<file path="src/rtl/loba_pkg.sv">
// ----------------------------------------------------------------------------
// loba_pkg
// Shared helpers for the pipelined LOBA operand splitter.
//   loba_kw   : width of a shift field for a given operand width
//   loba_lod  : leading-one detector, returns index plus found flag
//   loba_mask : mask of all bits strictly below a given bit position
// The helpers work on a 64-bit view of the operand, so operands up to 64 bits
// wide are supported.
// ----------------------------------------------------------------------------
package loba_pkg;

    localparam int LOBA_MAXW = 64;

    typedef struct packed {
        logic       found;
        logic [5:0] idx;
    } loba_lod_t;

    // A 1-bit field is kept even for a 1-bit operand so no port collapses
    // to zero width.
    function automatic int loba_kw(input int width);
        return (width > 1) ? $clog2(width) : 1;
    endfunction

    // The highest set bit wins because the scan runs upward and overwrites.
    function automatic loba_lod_t loba_lod(input logic [LOBA_MAXW-1:0] r);
        loba_lod_t res;
        res = '0;
        for (int i = 0; i < LOBA_MAXW; i++) begin
            if (r[i]) begin
                res.found = 1'b1;
                res.idx   = 6'(i);
            end
        end
        return res;
    endfunction

    function automatic logic [LOBA_MAXW-1:0] loba_mask(input logic [5:0] lsb);
        return (64'd1 << lsb) - 64'd1;
    endfunction

endpackage

</file>
<file path="src/rtl/loba_seg_extract.sv">
// ----------------------------------------------------------------------------
// loba_seg_extract
// Combinational single-segment rule of the LOBA splitter.
// Ports:
//   r_i      in   WIDTH  remainder entering this stage
//   seg_o    out  SEG    extracted segment
//   k_o      out  KW     bit position the segment's top bit is anchored at
//   r_next_o out  WIDTH  remainder after removing the segment window
// A remainder whose leading one sits below SEG-1 is taken whole as the low
// SEG bits, anchored at SEG-1, leaving nothing behind.
// ----------------------------------------------------------------------------
module loba_seg_extract
    import loba_pkg::*;
#(
    parameter int WIDTH = 16,
    parameter int SEG   = 4,
    parameter int KW    = 4
) (
    input  logic [WIDTH-1:0] r_i,
    output logic [SEG-1:0]   seg_o,
    output logic [KW-1:0]    k_o,
    output logic [WIDTH-1:0] r_next_o
);

    logic [LOBA_MAXW-1:0] r_ext;
    loba_lod_t            lod;
    logic [5:0]           lsb;   // lowest bit of the segment window

    always_comb begin
        r_ext    = LOBA_MAXW'(r_i);
        lod      = loba_lod(r_ext);
        lsb      = lod.idx - 6'(SEG - 1);
        seg_o    = '0;
        k_o      = '0;
        r_next_o = '0;
        if (lod.found) begin
            if (lod.idx < 6'(SEG - 1)) begin
                k_o   = KW'(SEG - 1);
                seg_o = r_i[SEG-1:0];
            end else begin
                k_o      = KW'(lod.idx);
                seg_o    = SEG'(r_ext >> lsb);
                r_next_o = r_i & WIDTH'(loba_mask(lsb));
            end
        end
    end

endmodule

</file>
<file path="src/rtl/loba_split_pipe.sv">
// ----------------------------------------------------------------------------
// loba_split_pipe
// Pipelined LOBA operand splitter: decomposes an unsigned WIDTH-bit operand
// into NSEG leading-one-anchored SEG-bit segments and their shift amounts,
// one segment per pipeline stage, with valid/ready on both sides.
// Ports:
//   clk, rst_n             clock, asynchronous active-low reset
//   in_valid/in_ready      operand handshake, in_data = operand X
//   out_valid/out_ready    result handshake
//   out_seg                segment i at [i*SEG +: SEG], i=0 most significant
//   out_k                  shift i at [i*KW +: KW]
//   out_zero               operand was zero
//   out_exact              nothing left after the last segment
// Stage i holds valid, remainder, zero flag and segments/shifts 0..i.
// A stage loads when it is empty or its successor loads, so bubbles collapse
// and a full pipeline advances every stage in one cycle.
// ----------------------------------------------------------------------------
module loba_split_pipe
    import loba_pkg::*;
#(
    parameter  int WIDTH = 16,
    parameter  int SEG   = 4,
    parameter  int NSEG  = 2,
    localparam int KW    = loba_kw(WIDTH)
) (
    input  logic                 clk,
    input  logic                 rst_n,
    input  logic                 in_valid,
    output logic                 in_ready,
    input  logic [WIDTH-1:0]     in_data,
    output logic                 out_valid,
    input  logic                 out_ready,
    output logic [NSEG*SEG-1:0]  out_seg,
    output logic [NSEG*KW-1:0]   out_k,
    output logic                 out_zero,
    output logic                 out_exact
);

    // Index 0 is the input side; index i+1 is the register output of stage i.
    logic                stg_valid [NSEG+1];
    logic [WIDTH-1:0]    stg_rem   [NSEG+1];
    logic                stg_zero  [NSEG+1];
    logic [NSEG*SEG-1:0] stg_seg   [NSEG+1];
    logic [NSEG*KW-1:0]  stg_k     [NSEG+1];
    logic                load_en   [NSEG];

    assign stg_valid[0] = in_valid;
    assign stg_rem[0]   = in_data;
    assign stg_zero[0]  = (in_data == '0);
    assign stg_seg[0]   = '0;
    assign stg_k[0]     = '0;

    // Ready ripples backward from out_ready through every full stage.
    always_comb begin
        for (int i = 0; i < NSEG; i++) begin
            load_en[i] = 1'b0;
        end
        load_en[NSEG-1] = !stg_valid[NSEG] || out_ready;
        for (int i = NSEG - 2; i >= 0; i--) begin
            load_en[i] = !stg_valid[i+1] || load_en[i+1];
        end
    end

    assign in_ready = load_en[0];

    genvar gi;
    generate
        for (gi = 0; gi < NSEG; gi++) begin : g_stage
            logic                valid_q;
            logic [WIDTH-1:0]    rem_q;
            logic [WIDTH-1:0]    rem_d;
            logic                zero_q;
            logic [NSEG*SEG-1:0] seg_q;
            logic [NSEG*SEG-1:0] seg_d;
            logic [NSEG*KW-1:0]  k_q;
            logic [NSEG*KW-1:0]  k_d;
            logic [SEG-1:0]      seg_x;
            logic [KW-1:0]       k_x;

            loba_seg_extract #(
                .WIDTH (WIDTH),
                .SEG   (SEG),
                .KW    (KW)
            ) u_extract (
                .r_i      (stg_rem[gi]),
                .seg_o    (seg_x),
                .k_o      (k_x),
                .r_next_o (rem_d)
            );

            // Carry earlier segments forward and drop this stage's one in.
            always_comb begin
                seg_d                 = stg_seg[gi];
                seg_d[gi*SEG +: SEG]  = seg_x;
                k_d                   = stg_k[gi];
                k_d[gi*KW +: KW]      = k_x;
            end

            always_ff @(posedge clk or negedge rst_n) begin
                if (!rst_n) begin
                    valid_q <= 1'b0;
                    rem_q   <= '0;
                    zero_q  <= 1'b0;
                    seg_q   <= '0;
                    k_q     <= '0;
                end else if (load_en[gi]) begin
                    valid_q <= stg_valid[gi];
                    // Data only moves with a real operand, so bubbles leave
                    // the previous contents untouched.
                    if (stg_valid[gi]) begin
                        rem_q  <= rem_d;
                        zero_q <= stg_zero[gi];
                        seg_q  <= seg_d;
                        k_q    <= k_d;
                    end
                end
            end

            assign stg_valid[gi+1] = valid_q;
            assign stg_rem[gi+1]   = rem_q;
            assign stg_zero[gi+1]  = zero_q;
            assign stg_seg[gi+1]   = seg_q;
            assign stg_k[gi+1]     = k_q;
        end
    endgenerate

    assign out_valid = stg_valid[NSEG];
    assign out_seg   = stg_seg[NSEG];
    assign out_k     = stg_k[NSEG];
    assign out_zero  = stg_zero[NSEG];
    // Qualified by valid so the output reads all-zero out of reset.
    assign out_exact = stg_valid[NSEG] && (stg_rem[NSEG] == '0);

endmodule

</file>
<file path="config.mk">
export PLATFORM = sky130hd
export DESIGN_NAME = loba_split_pipe
export DESIGN_NICKNAME = d
export VERILOG_FILES = /design/src/rtl/loba_pkg.sv /design/src/rtl/loba_seg_extract.sv /design/src/rtl/loba_split_pipe.sv
export SDC_FILE = /design/constraint.sdc
export NUM_CORES = 1
export LEC_CHECK = 0
export ABC_AREA = 1
export BUFFER_PORTS_ARGS = -buffer_cell sky130_fd_sc_hd__buf_2
export CORE_MARGIN = 2
export CORE_UTILIZATION = 62
export CTS_CLUSTER_DIAMETER = 60
export DETAILED_ROUTE_END_ITERATION = 6
export HOLD_SLACK_MARGIN = 0.06
export PLACE_DENSITY = 0.83
export SYNTH_ARGS = -nofsm -noshare
export SYNTH_HDL_FRONTEND = slang
export SYNTH_SLANG_ARGS = --single-unit
</file>
<file path="constraint.sdc">
create_clock -name clk -period 5.1 [get_ports clk]
set_clock_uncertainty 0.1 [all_clocks]
set_input_delay 0.51 -clock clk [delete_from_list [all_inputs] [get_ports clk]]
set_output_delay 0.51 -clock clk [all_outputs]
set_load 0.01 [all_outputs]
</file>
# Yosys cells after proc, flatten, opt, wreduce, memory -nomap -nowiden
# Index checks and enable logic that the tools add are counted.
[word_totals]
elab_cells = 75
input_bits = 20
output_inout_bits = 20
regBits = 60
[classes]
n_bitwise = 2
reduce_logical = 9
mux = 44
addsub = 4
n_shift = 4
order_cmp = 2
[op_table]
columns = ["op", "n"]
rows = [
  ["$mux W7", 32],
  ["$mux W16", 4],
  ["$and A16 B16 Y16", 2],
  ["$logic_not A16 Y1", 2],
  ["$mux W4", 8],
  ["$shl A1 B6 Y16 const A", 2],
  ["$shr A16 B6 Y4", 2],
  ["$sub A16 B1 Y16 const B", 2],
  ["$lt A6 B2 Y1 const B", 2],
  ["$sub A6 B2 Y6 const B", 2],
  ["$reduce_and A2 Y1", 2],
  ["$logic_not A1 Y1", 2],
  ["$logic_or A1 B1 Y1", 2],
  ["$logic_and A1 B1 Y1", 1],
]

# Logic depth before layout (Yosys ltp)
[depth]
word_depth = 22
ltp_mapped = 30
depth_no_buf = 28

# Modules after synthesis
# Synthesis repeated with hierarchy kept, for this count alone.
[hier_totals]
cells_unflattened = 881
area_unflattened_um2 = 5696.7
[modules_own_cells]
columns = ["mod", "area_per_inst_um2", "seq_area_each_um2", "cells_per_inst", "instances"]
rows = [
  ["loba_split_pipe", 2489.9, 1501.4, 283, 1],
  ["loba_seg_extract at g_stage[0].u_extract", 1607.8, 0.0, 295, 1],
  ["loba_seg_extract at g_stage[1].u_extract", 1599.0, 0.0, 303, 1],
]

# Worst setup path after synthesis
# OpenSTA, ideal clock, no wires.
[synth_timing]
kind = "flip-flop to flip-flop"
from = "register g_stage[0].rem_q[3]"
to = "register g_stage[1].rem_q[10]"
synth_period_minus_slack_ps = 3453
stages_incl_launch_ff = 28
arrival_ps = 3235
t_required_ps = 4883
setup_slack_ps = 1647
path_buffers = 2
setup_time_ps = 117
cell_sequence = "dfrtp_1 > inv_1 > nand2_1 > nand2_1 > nand2_1 > nand2_1 > nand2_1 > nand2_1 > nand2_1 > nand2_1 > nand2_1 > nand2_2 > nand2_4 > nand2_4 > inv_2 > buf_2 > ha_1 > clkbuf_1 > clkinv_1 > o2111ai_1 > nor2_1 > nand2_1 > ha_1 > nand3_1 > nor2_2 > nand4_1 > nand3_1 > nand2_1"
[synth_between]
elab_chain_cells = 19
elab_cells_between_ends = 20
classes_between = "2 x add/sub; 1 x order compare; 1 x shift; 15 x mux; 1 x bitwise"
[synth_rtl]
columns = ["element", "line_no", "rtl"]
rows = [
  ["from (decl)", "loba_split_pipe.sv:70", "logic [WIDTH-1:0] rem_q;"],
  ["from (signal assigned)", "loba_split_pipe.sv:111", "rem_q <= rem_d;"],
  ["$mux W7 * (13 in series)", "loba_pkg.sv:30", "if (r[i]) begin"],
  ["$sub A6 B2 Y6", "loba_seg_extract.sv:32", "lsb = lod.idx - 6'(SEG - 1);"],
  ["$shl A1 B6 Y16", "loba_pkg.sv:39", "return (64'd1 << lsb) - 64'd1;"],
  ["$sub A16 B1 Y16", "loba_pkg.sv:39", ""],
  ["$and A16 B16 Y16", "loba_seg_extract.sv:43", "r_next_o = r_i & WIDTH'(loba_mask(lsb));"],
  ["$mux W16", "loba_seg_extract.sv:37", "if (lod.idx < 6'(SEG - 1)) begin"],
  ["$mux W16 *", "loba_seg_extract.sv:36", "if (lod.found) begin"],
  ["to (signal assigned)", "loba_split_pipe.sv:111", ""],
  ["to (decl)", "loba_split_pipe.sv:70", ""],
]
# Mark *: on every way between the ends. The rest lies on a longest branch, timed or not.
# A chain may end at the register's enable or synchronous reset.

# Worst setup path after layout
# Ends and elaborated chain as after synthesis.

==> flow_summary_export.csv <==
group,metric,value,unit
clocking,cts_setup_buffers,0,
layout,drive_gt1_share,14.6,%
floorplan,die_area,9130,sq um
setup_path,worst-setup-path-type,"flip-flop to flip-flop",
layout,seqCellArea,1500,sq um
layout,final_core_util,68.9,%
synthesis,ys_top_cells_by_area,"dfrtp_1 (29%), nand2_1 (18%), nand3_1 (14%)",
setup_path,cp-end-kind,"flip-flop",
routing,via_per_inst,6.09,
synthesis,synth_top_area_share,28.9,%
placement,dp_hpwl,12200,um
synthesis,synth-seq-cells,60,
placement,preCtsSetupSlack,0.997,ns
flow_run,cap_violations,0,
synthesis,syn-instance-count,811,
layout,instances_no_fill,950,
clocking,clkLatencyLatePin,0.35,ns
synthesis,ys.flop_type,"dfrtp_1",
sta,setup-violations-final,0,
floorplan,die_h,95.6,um
global_routing,grt_max_degree,61,
sta,slew_headroom,50.8,%
sta,rsz0062_at_grt,"false",
power_and_ir_drop,peakVddDrop,0.202,mV
synthesis,synth_edf_count,0,
setup_path,crit_path_start_kind,"flip-flop",
sta,slew_viol_final,0,
floorplan,start_util,63.6,%
sta,finalSetupTns,0,ns
routing,routed_wirelength,16300,um
layout,diodes,0,
layout,multiInputGateArea,3230,sq um
min_path,min_path_type,"input port to async pin",
clocking,clock_sinks,60,
global_routing,grt_use_met3,4.43,%
synthesis,yosysWarningCount,0,
power_and_ir_drop,p_per_area,503,nW/um^2
sta,max_freq,0.239,GHz
sta,hold_viol,0,
clocking,cts_tree,"built",
clocking,cts.clk_slew.worst_paths,0.09,ns
global_routing,busiest_layer,"met2",
layout,syn2layout_area_growth,8.40,%
routing,via_count,5787,
sta,setup_ws,0.911,ns
routing,drc,0,
floorplan,die_w,95.6,um
clocking,cts_root_buf,"clkbuf_8",
clocking,cts_resized,0,
sta,final.min_clock_period,4.19,ns
routing,drt_iter0_drc,413,
synthesis,synth_fp_nets,843,
clocking,cts.hold.buffers_added,0,
global_routing,grt_pass1_vias,5391,
global_routing,use_met2,61.1,%
setup_path,worst_ep_arrival_time,4.34,ns
global_routing,grt_pass1_wl,26100,um
placement,dp_cells,934,
routing,firstDrtPassIters,6,
clocking,cts_made_buffers,9,
global_routing,grt_antenna_before_repair,0,
synthesis,yosys.area.top_type,"dfrtp_1",
floorplan,num_rows,33,
power_and_ir_drop,power.total,2830,uW
layout,n_fill_cell,711,
power_and_ir_drop,p_leak,0.00310,uW
run_status,status,"complete, no violations",
routing,detail-route-antenna-nets,0,
setup_path,worstPathRequired,5.25,ns
setup_path,cp_max_fo,19,
sta,finalCritPeriodShare,82.1,%
synthesis,yosysUniqueCellTypes,46,
floorplan,fp.coreArea,8180,sq um
clocking,cts_max_level,3,
global_routing,use_met1,46.5,%
floorplan,ioPinCount,40,
sta,worstMarginPinSlew,0.738,ns
synthesis,syn_avg_cell_area,6.41,sq um
global_routing,grt_overflow,0,
global_routing,grtUsageTotal,36.9,%
synthesis,synthArstFlopShare,100,%
synthesis,mappedNetlistArea,5200,sq um
layout,fin_nets,872,
placement,gp_congestion,1.06,
routing,avgRoutedWirePerCell,17.1,um
clocking,cts_buffer_depth,2,
synthesis,yosysSeqAreaShare,28.9,%
placement,io_buffers,39,
## sequential cells by signal, indices dropped and copies added, names as in the netlist
| register | cells |
|---|---|
| g_stage.zero_q | 1 |
| out_seg | 8 |
| g_stage.k_q | 4 |
| out_k | 8 |
| g_stage.valid_q | 1 |
| g_stage.seg_q | 4 |
| out_zero | 1 |
| g_stage.rem_q | 32 |
| out_valid | 1 |
## worst paths after layout
kind | startpoint | to | slack, ns | cells past startpoint
worst max-delay path | g_stage[0].rem_q[3]$_DFFE_PN0P_ | g_stage[1].rem_q[10]$_DFFE_PN0P_ | 0.91 | 25
worst min-delay path | rst_n | g_stage[1].rem_q[14]$_DFFE_PN0P_ | 0.19 | 2
worst max register to register | g_stage[0].rem_q[3]$_DFFE_PN0P_ | g_stage[1].rem_q[10]$_DFFE_PN0P_ | 0.91 | 25
worst min register to register | out_seg[1]$_DFFE_PN0P_ | out_seg[1]$_DFFE_PN0P_ | 0.38 | 2
max in group asynchronous | rst_n | out_k[5]$_DFFE_PN0P_ | 4.19 | 2
min in group clk | out_ready | out_valid$_DFFE_PN0P_ | 0.35 | 4
## power breakdown
part	total, uW	switching (uW)	internal, uW	leakage (uW)
clock	446	218	228	0.0000994
combinational	1670	1130	542	0.00225
sequential	713	99.2	614	0.000750
## cell type report
class / instances / share of cell area (%)
multi-input cells: 638 / 57.4
flip-flops and latches: 60 / 26.6
inverters: 85 / 5.66
repair buffers: 46 / 4.40
well taps: 105 / 2.33
clock buffers: 9 / 2.20
clock inverters: 7 / 1.38
## cell usage after synthesis, types with 10 or more instances
library cell  count
a21oi_1          21
buf_2            10
clkbuf_1         12
dfrtp_1          60
ha_1             12
inv_1            75
nand2_1         250
nand2_2          18
nand2_4          12
nand3_1         141
nand4_1          17
nor2_1           60
o21ai_0          41
## critical path, cell delays in order, from the launching register on
cell,delay [ns]
dfrtp_1,0.42
inv_1,0.21
nand2_1,0.08
nand2_1,0.06
nand2_1,0.04
nand2_1,0.05
nand2_1,0.05
nand2_1,0.05
nand2_1,0.05
nand2_1,0.05
nand2_1,0.06
nand2_2,0.07
nand2_4,0.08
nand2_4,0.18
inv_2,0.16
ha_1,0.70
clkinv_1,0.25
o2111ai_1,0.19
nor2_1,0.14
nand2_1,0.19
ha_1,0.25
nand3_1,0.13
nor2_2,0.22
nand4_1,0.13
nand3_1,0.12
nand2_1,0.06
## layer usage
metal,routed length (um),up-vias
met5,0,-
met4,853,0
met3,1230,67
met2,7780,340
met1,6390,2652
li1,-,2728
## placed cells by master, fill, tap and decap left out, types with 2 or more instances in the layout
master / netlist / final
a21oi_1: 21 / 21
clkinv_1: 4 / 4
nor2_4: 5 / 5
o211ai_1: 3 / 3
dfrtp_1: 60 / 60
nand2_2: 18 / 18
nand2_1: 250 / 250
nor2_1: 60 / 60
o22ai_1: 6 / 6
o2111ai_1: 4 / 4
clkbuf_8: 0 / 9
nor4_1: 4 / 4
buf_4: 1 / 7
inv_2: 6 / 6
clkinv_4: 0 / 4
o21ai_1: 9 / 9
and3_1: 2 / 2
nand3_1: 141 / 141
inv_1: 75 / 75
o21ai_0: 41 / 41
ha_1: 12 / 12
nand3_4: 2 / 2
xor2_1: 2 / 2
nand2_4: 12 / 12
nand4_1: 17 / 17
nand3_2: 2 / 2
nor3_1: 4 / 4
nor2_2: 6 / 6
nor3_2: 2 / 2
buf_2: 10 / 39
## metrics by stage
step	instance area, sq um	hold slack, ns
final	5640	0.188
after CTS	5640	0.229
after global routing	5640	0.269
after global placement	5430	0.357
after floorplan	5200	0.114
after detailed placement	5430	0.360
## cells by family after synthesis
family,Yosys count,share of synthesized area (%)
AOI/OAI and AO/OA,92,10.2
and+or+nand+nor,530,48.3
adders and majority gates,12,2.89
buffers and inverters,113,8.90
xor gates and xnor gates,4,0.818
DFF,60,28.9
Note: power is estimated with default switching activity, not from simulation.
